[config.mk]
export PLATFORM = sky130hd
export DESIGN_NAME = intr_gateway
export DESIGN_NICKNAME = d
export VERILOG_FILES = /design/src/rtl/intr_gateway.sv
export SDC_FILE = /design/constraint.sdc
export NUM_CORES = 1
export LEC_CHECK = 0
export CORE_MARGIN = 1
export CORE_UTILIZATION = 49
export DETAILED_ROUTE_END_ITERATION = 10
export PLACE_DENSITY = 0.88
export SLEW_MARGIN = 20
export SYNTH_ARGS = -nofsm -noshare
export SYNTH_HDL_FRONTEND = slang
export SYNTH_HIERARCHICAL = 1
export SYNTH_SLANG_ARGS = --single-unit
[constraint.sdc]
create_clock -name clk_i -period 3 [get_ports clk_i]
set_input_delay 0.75 -clock clk_i [delete_from_list [all_inputs] [get_ports clk_i]]
set_output_delay 0.75 -clock clk_i [all_outputs]
set_load 0.01 [all_outputs]
[src/rtl/intr_gateway.sv]
// intr_gateway: collects Width interrupt lines into pending / in-service
// state and presents a single registered irq plus a claim/complete
// handshake to software.
//
// Ports:
//   clk_i, rst_i   clock, synchronous active-high reset
//   src_i          interrupt lines from peripheral stages
//   le_i           per-source trigger mode (1 = rising edge, 0 = level)
//   enable_i       per-source enable for selection and irq
//   claim_re_i     claim strobe; takes the source shown on claim_id_o
//   claim_id_o     lowest eligible source ID (source k -> k+1), 0 = none
//   complete_we_i  complete strobe
//   complete_id_i  ID being completed; re-arms that source if in service
//   pending_o      pending vector
//   irq_o          registered request to the core

// Per-source next-state cell. Purely combinational; flops live in the top.
module intr_gateway_src (
  input  logic src_i,
  input  logic src_q_i,
  input  logic le_i,
  input  logic pending_q_i,
  input  logic ia_q_i,
  input  logic claim_hit_i,
  input  logic comp_hit_i,
  output logic pending_d_o,
  output logic ia_d_o
);
  logic set_evt;

  // Edge mode sets regardless of in-service so the event is remembered
  // across completion; level mode only sets on an idle source.
  assign set_evt = le_i ? (src_i & ~src_q_i)
                        : (src_i & ~pending_q_i & ~ia_q_i);

  // A fresh event beats the claim clearing pending.
  assign pending_d_o = set_evt | (pending_q_i & ~claim_hit_i);
  assign ia_d_o      = claim_hit_i | (ia_q_i & ~comp_hit_i);
endmodule

module intr_gateway #(
  parameter int Width   = 32,
  parameter int IdWidth = $clog2(Width + 1)
) (
  input  logic               clk_i,
  input  logic               rst_i,
  input  logic [Width-1:0]   src_i,
  input  logic [Width-1:0]   le_i,
  input  logic [Width-1:0]   enable_i,
  input  logic               claim_re_i,
  output logic [IdWidth-1:0] claim_id_o,
  input  logic               complete_we_i,
  input  logic [IdWidth-1:0] complete_id_i,
  output logic [Width-1:0]   pending_o,
  output logic               irq_o
);
  logic [Width-1:0]   src_q, pending_q, pending_d, ia_q, ia_d;
  logic [Width-1:0]   eligible, claim_hit, comp_hit;
  logic [IdWidth-1:0] claim_id;
  logic               irq_q;

  assign eligible = pending_q & enable_i & ~ia_q;

  // Priority pick: scan from the top so the lowest index wins.
  always_comb begin
    claim_id = '0;
    for (int k = Width - 1; k >= 0; k--)
      if (eligible[k]) claim_id = IdWidth'(k + 1);
  end

  genvar k;
  generate
    for (k = 0; k < Width; k++) begin : g_src
      // IDs outside 1..Width never match any source, so they fall out here.
      assign claim_hit[k] = claim_re_i & (claim_id == IdWidth'(k + 1));
      assign comp_hit[k]  = complete_we_i & ia_q[k] &
                            (complete_id_i == IdWidth'(k + 1));

      intr_gateway_src u_src (
        .src_i       (src_i[k]),
        .src_q_i     (src_q[k]),
        .le_i        (le_i[k]),
        .pending_q_i (pending_q[k]),
        .ia_q_i      (ia_q[k]),
        .claim_hit_i (claim_hit[k]),
        .comp_hit_i  (comp_hit[k]),
        .pending_d_o (pending_d[k]),
        .ia_d_o      (ia_d[k])
      );
    end
  endgenerate

  always_ff @(posedge clk_i) begin
    if (rst_i) begin
      src_q     <= '0;
      pending_q <= '0;
      ia_q      <= '0;
      irq_q     <= 1'b0;
    end else begin
      src_q     <= src_i;
      pending_q <= pending_d;
      ia_q      <= ia_d;
      irq_q     <= |eligible;
    end
  end

  assign claim_id_o = claim_id;
  assign pending_o  = pending_q;
  assign irq_o      = irq_q;
endmodule
==> results of run 1 <==
==> synth_stat cells, drive strengths merged (2+ instances only) <==
cell / number
clkbuf: 10
and2: 4
buf: 4
and3b: 4
nand4: 5
o211ai: 5
nand3b: 62
a21oi: 5
inv: 35
nor4: 18
and3: 35
o21a: 2
nand2b: 40
o21ai: 10
a31oi: 2
or4b: 32
nor3: 21
nand2: 20
nor2: 11
nand3: 40
dfxtp: 97
or3b: 2
a21o: 32
nor2b: 97
and4: 2
==> flip-flops by register name, indices dropped and copies added, names as in the netlist <==
name / flops
pending_o: 32
irq_o: 1
src_q: 32
ia_q: 32
==> power groups by stage <==
stage          Sequential (mW)  Combinational, mW  Clock [mW]
2_1_floorplan             1.47              0.546           0
3_3_place_gp              1.46               1.09           0
3_5_place_dp              1.47               1.12           0
4_1_cts                   1.44               1.20       0.875
5_1_grt                   1.46               1.33       0.932
6_report                  1.44               1.26       0.865
==> worst reg2reg max path, cell delays in order, from the launching register on <==
cell and delay [ns]:
dfxtp_1 0.38, and3b_2 0.27, nor2b_4 0.13, buf_4 0.11, o211ai_1 0.15, a221oi_4 0.35
o21ai_4 0.09, buf_4 0.13, buf_4 0.17, nor4_2 0.39, nand2b_1 0.17, nand3_1 0.07
nor2b_1 0.14
==> kinds of logic (layout without fill, tap and decap cells) <==
logic type	after synthesis	count (layout)	share of synthesized area [%]
AND/OR/NAND/NOR	399	399	49.8
buffers and inverters	49	263	4.03
AO/OA/AOI/OAI	61	61	9.47
flip-flops	97	97	36.8
==> metrics by stage <==
stage	instances	hold WS, ns	util, %	instance area, sq um
floorplan	606	0.557	-	5280
global placement	922	0.583	69.4	7200
detailed placement	922	0.595	69.4	7200
finish	956	0.617	74.5	7720
global route	956	0.657	74.5	7720
CTS	954	0.616	73.2	7590
==> worst max path at each step <==
stage | cells past startpoint | to | slack, ns | start
final | 7 | claim_id_o[1] | 0.05 | enable_i[2]
after detailed placement | 7 | claim_id_o[5] | -0.59 | enable_i[23]
after floorplan | 5 | claim_id_o[5] | 0.35 | enable_i[23]
after global placement | 8 | claim_id_o[2] | -0.56 | enable_i[27]
after global routing | 8 | claim_id_o[5] | 0.01 | enable_i[30]
after CTS | 9 | claim_id_o[2] | -0.05 | enable_i[10]
==> cell type report <==
class                   instances  area (sq um)
flip-flops and latches         97          1940
repair buffers                212          2000
clock inverters                 7          71.3
clock buffers                   9           124
fillers                       768          2650
multi-input cells             460          3290
inverters                      35           136
well taps                     136           170
==> layer usage <==
metal / vias up / track usage [%]
met4: 0 / 11.0
met5: - / 0
met1: 2616 / 36.2
li1: 2587 / -
met2: 212 / 51.0
met3: 32 / 5.69
==> what timing repair did <==
item | in CTS | in global routing
setup endpoints to repair | 9 | 21
pin swaps | 19 | 15
gates resized for setup | 58 | 38
buffers inserted | 16 | 4
hold buffers | 0 | 0
==> layout by cell type (no fill, tap or decap), drive strengths merged, types with 18 or more instances in the layout <==
| cell | count |
|---|---|
| or4b | 32 |
| nand3b | 62 |
| a21o | 32 |
| clkdlybuf4s50 | 110 |
| dfxtp | 97 |
| nor4 | 18 |
| inv | 35 |
| nand2b | 40 |
| buf | 74 |
| nand3 | 40 |
| and3 | 35 |
| nor3 | 21 |
| dlymetal6s2s | 18 |
| nor2b | 97 |
| nand2 | 20 |
==> metrics.md, run 1 <==
| Metric | Value |
|---|---|
| Hold Path Class | `flop to flop` |
| DRC viols | `0` |
| Yosys top cell area share | `36.8%` |
| CTS tree | `done` |
| ANT nets after route | `0` |
| Syn avg cell area | `8.72 sq um` |
| Pwr dens | `461 nW/um^2` |
| Vias in the first global route | `5467` |
| Clock-pin transition on the worst setup and hold timing paths | `0.10 ns` |
| Post-synth EDFFs | `0` |
| Largest net degree at the start of global routing | `98` |
| Logic pwr share | `35.2%` |
| Clock share of power | `24.3%` |
| Routed wl met3 | `991 um` |
| Total power | `3.57 mW` |
| CTS root buf | `clkbuf_8` |
| Number of synthesized register bits | `97` |
| Sw Share | `33.0%` |
| Worst setup path class | `primary input to output pin` |
| Buf/Inv on CP | `3` |
| Post-Syn Instances | `606` |
| Largest cells by area after synthesis | `dfxtp_1, nor2b_1, nand3b_1, or4b_1, a21o_2` |
| Reg2reg setup slack | `0.34 ns` |
| Post-Route WL | `16300 um` |
| Total Routing Usage GR | `29.5%` |
| Io pins | `145` |
| F_max | `0.339 GHz` |
| CP max stage delay | `0.45 ns` |
| Ys Warns | `6` |
| Max-Cap Viols | `0` |
| Max_slew headroom | `52.4%` |
| Final setup margin | `0.0544 ns` |
| Least-Margin Pin Slew | `0.708 ns` |
| Setup-failing EPs final | `0` |
| Setup TNS Final | `0 ns` |
| Synth area leader | `dfxtp_1` |
| Initial Utilization | `51.0%` |
| Sequential share of power | `40.5%` |
| Avg WL per Cell | `17.0 um` |
| Hold_sp | `ia_q[8]` |
| CP Cell Sequence | `clkdlybuf4s50_1 -> nand3b_2 -> nand2_2 -> or3_4 -> o211ai_4 -> inv_4 -> buf_6` |
| Synth Cell Area | `5280 sq um` |
| R2R cell count | `12` |
| Final hold violation count | `0` |
| Vias post-DR | `5447` |
| Routed wl met2 | `8060 um` |
| Pre-CTS worst setup slack | `-0.589 ns` |
| Reg-to-Reg End | `pending_o[20]` |
| Min-Delay Endpoint | `ia_q[8]` |
| Dpl hpwl | `11800 um` |
| Die area | `11200 sq um` |
| Async S/R FF share, synth | `0%` |
| Antenna violations before repair | `0` |
| Die Wd | `106 um` |
| Reg2reg start | `ia_q[23]` |
| Die Y | `106 um` |
| Internal power | `2.39 mW` |
| Required time of the critical path | `2.25 ns` |
| CP Max Fanout | `3` |
| First-pass DRT Iterations | `6` |
| Post-synthesis sequential area ratio | `36.8%` |
| Synthesis-to-finish area growth | `46.2%` |
| RD Place Congestion | `0.913` |
| Clk Latency, worst-skew pair | `0.38 ns` |
| Outcome | `finished, final reports clean` |
| Num rows | `37` |
| Clock buffer depth | `2` |
| RSZ-0062 raised after global routing | `no` |
| Highest metal used | `met4` |
| Nets | `921` |
| Startpoint Class | `primary input` |
| Final Critical Period | `2.95 ns` |
| Gr ovfl total | `0` |
| Max stage delay cell, worst path | `clkdlybuf4s50_1` |
| Skew final | `0.00950 ns` |
| Met1 Wirelength | `6900 um` |
| Top cell family by delay on the critical path | `buffers and inverters` |
| Vias per std cell | `5.70` |
| Top FF cell, synth | `dfxtp_1` |
| Layout cell share with drive strength beyond 1 | `20.2%` |
| First-pass GRT wire length | `26200 um` |
| Lkg Pwr | `3.45 nW` |
| Syn_nets | `712` |
| Synth cell types | `49` |
| Total clock sinks | `97` |
| CTS buffer count | `9` |
| Violation count after the first detailed-routing iteration | `336` |
| Crit share post-route | `98.2%` |
| # diodes | `0` |
| Core area | `10400 sq um` |
| Arr. time, crit path | `2.20 ns` |
| H-tree Lvls | `3` |
| Hold Path Stages | `2` |
| Net switching power | `1.18 mW` |
| I/O Buffers | `144` |
| VDD IR max | `0.000281 V` |
| Final max-slew violation count | `0` |
| CP endpoint kind | `output pin` |
Note: power is estimated with default switching activity, not from simulation.
==> inputs of run 2 (changes only) <==
CORE_MARGIN = 5   (was 1)
==> run 2 against run 1 <==
Worst hold slack got worse by 0.010 ns. Final cell count increased by 1.2%. Sequential power about the same. Design area increased by 0.11%. First-iteration DRC count increased by 17%. Critical path depth increased by 2. Combinational power about the same. Wire length increased by 3.4%. Setup slack improved by 0.0063 ns. Count of clock-buffer cells in the layout increased by 5. Global-route usage decreased by 4.7 points.
==> metrics.md, run 2 (same netlist as run 1, synthesis figures left out) <==
| Metric | Value |
|---|---|
| Outcome | `finished, final reports clean` |
| Reg2reg setup slack | `0.33 ns` |
| Post-Route WL | `16800 um` |
| ANT nets after route | `0` |
| Final Critical Period | `2.94 ns` |
| CP Max Fanout | `4` |
| Setup-failing EPs final | `0` |
| Net switching power | `1.12 mW` |
| Vias per std cell | `5.59` |
| Total Routing Usage GR | `24.8%` |
| Vias post-DR | `5402` |
| Die area | `13000 sq um` |
| Lkg Pwr | `3.43 nW` |
| Initial Utilization | `49.4%` |
| Max-Cap Viols | `0` |
| CTS root buf | `clkbuf_8` |
| Required time of the critical path | `2.25 ns` |
| Total clock sinks | `97` |
| Cell area after layout | `7730 sq um` |
| Startpoint Class | `primary input` |
| Vias in the first global route | `5425` |
| Die Y | `114 um` |
| Sw Share | `32.2%` |
| Dpl hpwl | `12300 um` |
| Clock buffer depth | `2` |
| I/O Buffers | `144` |
| Antenna violations before repair | `1` |
| Largest net degree at the start of global routing | `98` |
| Nets | `930` |
| Internal power | `2.35 mW` |
| Final hold violation count | `0` |
| First-pass GRT wire length | `25800 um` |
| Die Wd | `114 um` |
| Most frequent cells in the layout | `clkdlybuf4s50_1, dfxtp_1, nor2b_1, buf_4, nand3b_1` |
| Final setup margin | `0.0607 ns` |
| Worst setup path class | `primary input to output pin` |
| Final max-slew violation count | `0` |
| CTS buffer count | `9` |
| Skew final | `0.0116 ns` |
| Layout cell share with drive strength beyond 1 | `20.8%` |
| RD Place Congestion | `0.960` |
| First-pass DRT Iterations | `6` |
| F_max | `0.340 GHz` |
| Pwr dens | `448 nW/um^2` |
| Clock-pin transition on the worst setup and hold timing paths | `0.08 ns` |
| Least-Margin Pin Slew | `0.692 ns` |
| Count of non-filler cells in the finished layout | `967` |
| Gr ovfl total | `0` |
| Sequential share of power | `41.6%` |
| Violation count after the first detailed-routing iteration | `393` |
| H-tree Lvls | `3` |
| Setup TNS Final | `0 ns` |
| Synthesis-to-finish area growth | `46.4%` |
| VDD IR max | `0.000253 V` |
| Crit share post-route | `98.0%` |
| Pre-CTS worst setup slack | `-0.777 ns` |
| Io pins | `145` |
| Arr. time, crit path | `2.19 ns` |
| # placed instances | `938` |
| Clock share of power | `22.4%` |
| Core area | `10700 sq um` |
| DRC viols | `0` |
| CTS tree | `done` |
| CP endpoint kind | `output pin` |
| # diodes | `0` |
| Worst hold slack | `0.607 ns` |
| Clk Latency, worst-skew pair | `0.37 ns` |
| Hold Path Class | `flop to flop` |
| Commonest non-fill, non-tap cell in the layout | `clkdlybuf4s50_1` |
| Total power | `3.46 mW` |
| Cell Area, Placed | `7300 sq um` |
| Logic pwr share | `35.9%` |
| Final core occ | `72.3%` |
| Hold-fix buffers at CTS | `0` |
| Max_slew headroom | `53.6%` |
| Num rows | `38` |
| Avg WL per Cell | `17.4 um` |
## run 2: cell types whose count changed in the layout (fill, tap and decap cells not counted), moves of 3 or more
cell	previous run	this run
o21ai_1	4	1
buf_4	64	74
dlymetal6s2s_1	18	13
nor4_2	5	2
clkinvlp_4	3	0
dlygate4sd2_1	7	10
clkbuf_1	0	3
## run 2: power by group through the flow
| stage | combinational (mW) | clock (mW) | sequential (mW) |
|---|---|---|---|
| 2_1_floorplan | 0.546 | 0 | 1.47 |
| 3_3_place_gp | 1.08 | 0 | 1.46 |
| 3_5_place_dp | 1.11 | 0 | 1.47 |
| 4_1_cts | 1.18 | 0.790 | 1.44 |
| 5_1_grt | 1.32 | 0.836 | 1.45 |
| 6_report | 1.24 | 0.777 | 1.44 |
## run 2: final timing paths
path,end,depth (start not counted),start
worst max-delay path,claim_id_o[1],9,enable_i[13]
worst min-delay path,ia_q[5],2,ia_q[5]
worst max register to register,pending_o[4],13,ia_q[24]
worst min register to register,ia_q[5],2,ia_q[5]
## run 2: worst max-delay path: stages
cell           delay, ns
dlygate4sd2_1       0.23
nand3b_1            0.20
buf_4               0.16
nand4_1             0.14
nor4_4              0.32
o21ai_2             0.12
o211ai_4            0.10
inv_4               0.05
buf_6               0.12
## run 2: per-layer routing
metal	part of all wire [%]	vias up	global-route usage (%)
li1	-	2591	-
met4	3.7	2	10.8
met1	38	2531	27.6
met5	0.20	-	0
met2	50	217	44.1
met3	7.5	61	6.90
## run 2: area by class of cell
| class | count | area, sq um |
|---|---|---|
| Fill cell | 800 | 2960 |
| Tap cell | 140 | 175 |
| Clock buffer | 14 | 163 |
| Sequential cell | 97 | 1940 |
| Inverter | 35 | 136 |
| Timing Repair Buffer | 221 | 2040 |
| Multi-Input combinational cell | 460 | 3280 |
## run 2: what timing repair did
item	CTS	global route
buffers inserted	7	8
setup endpoints to repair	14	16
gates resized for setup	66	30
pin swaps	17	16
gates cloned	0	0
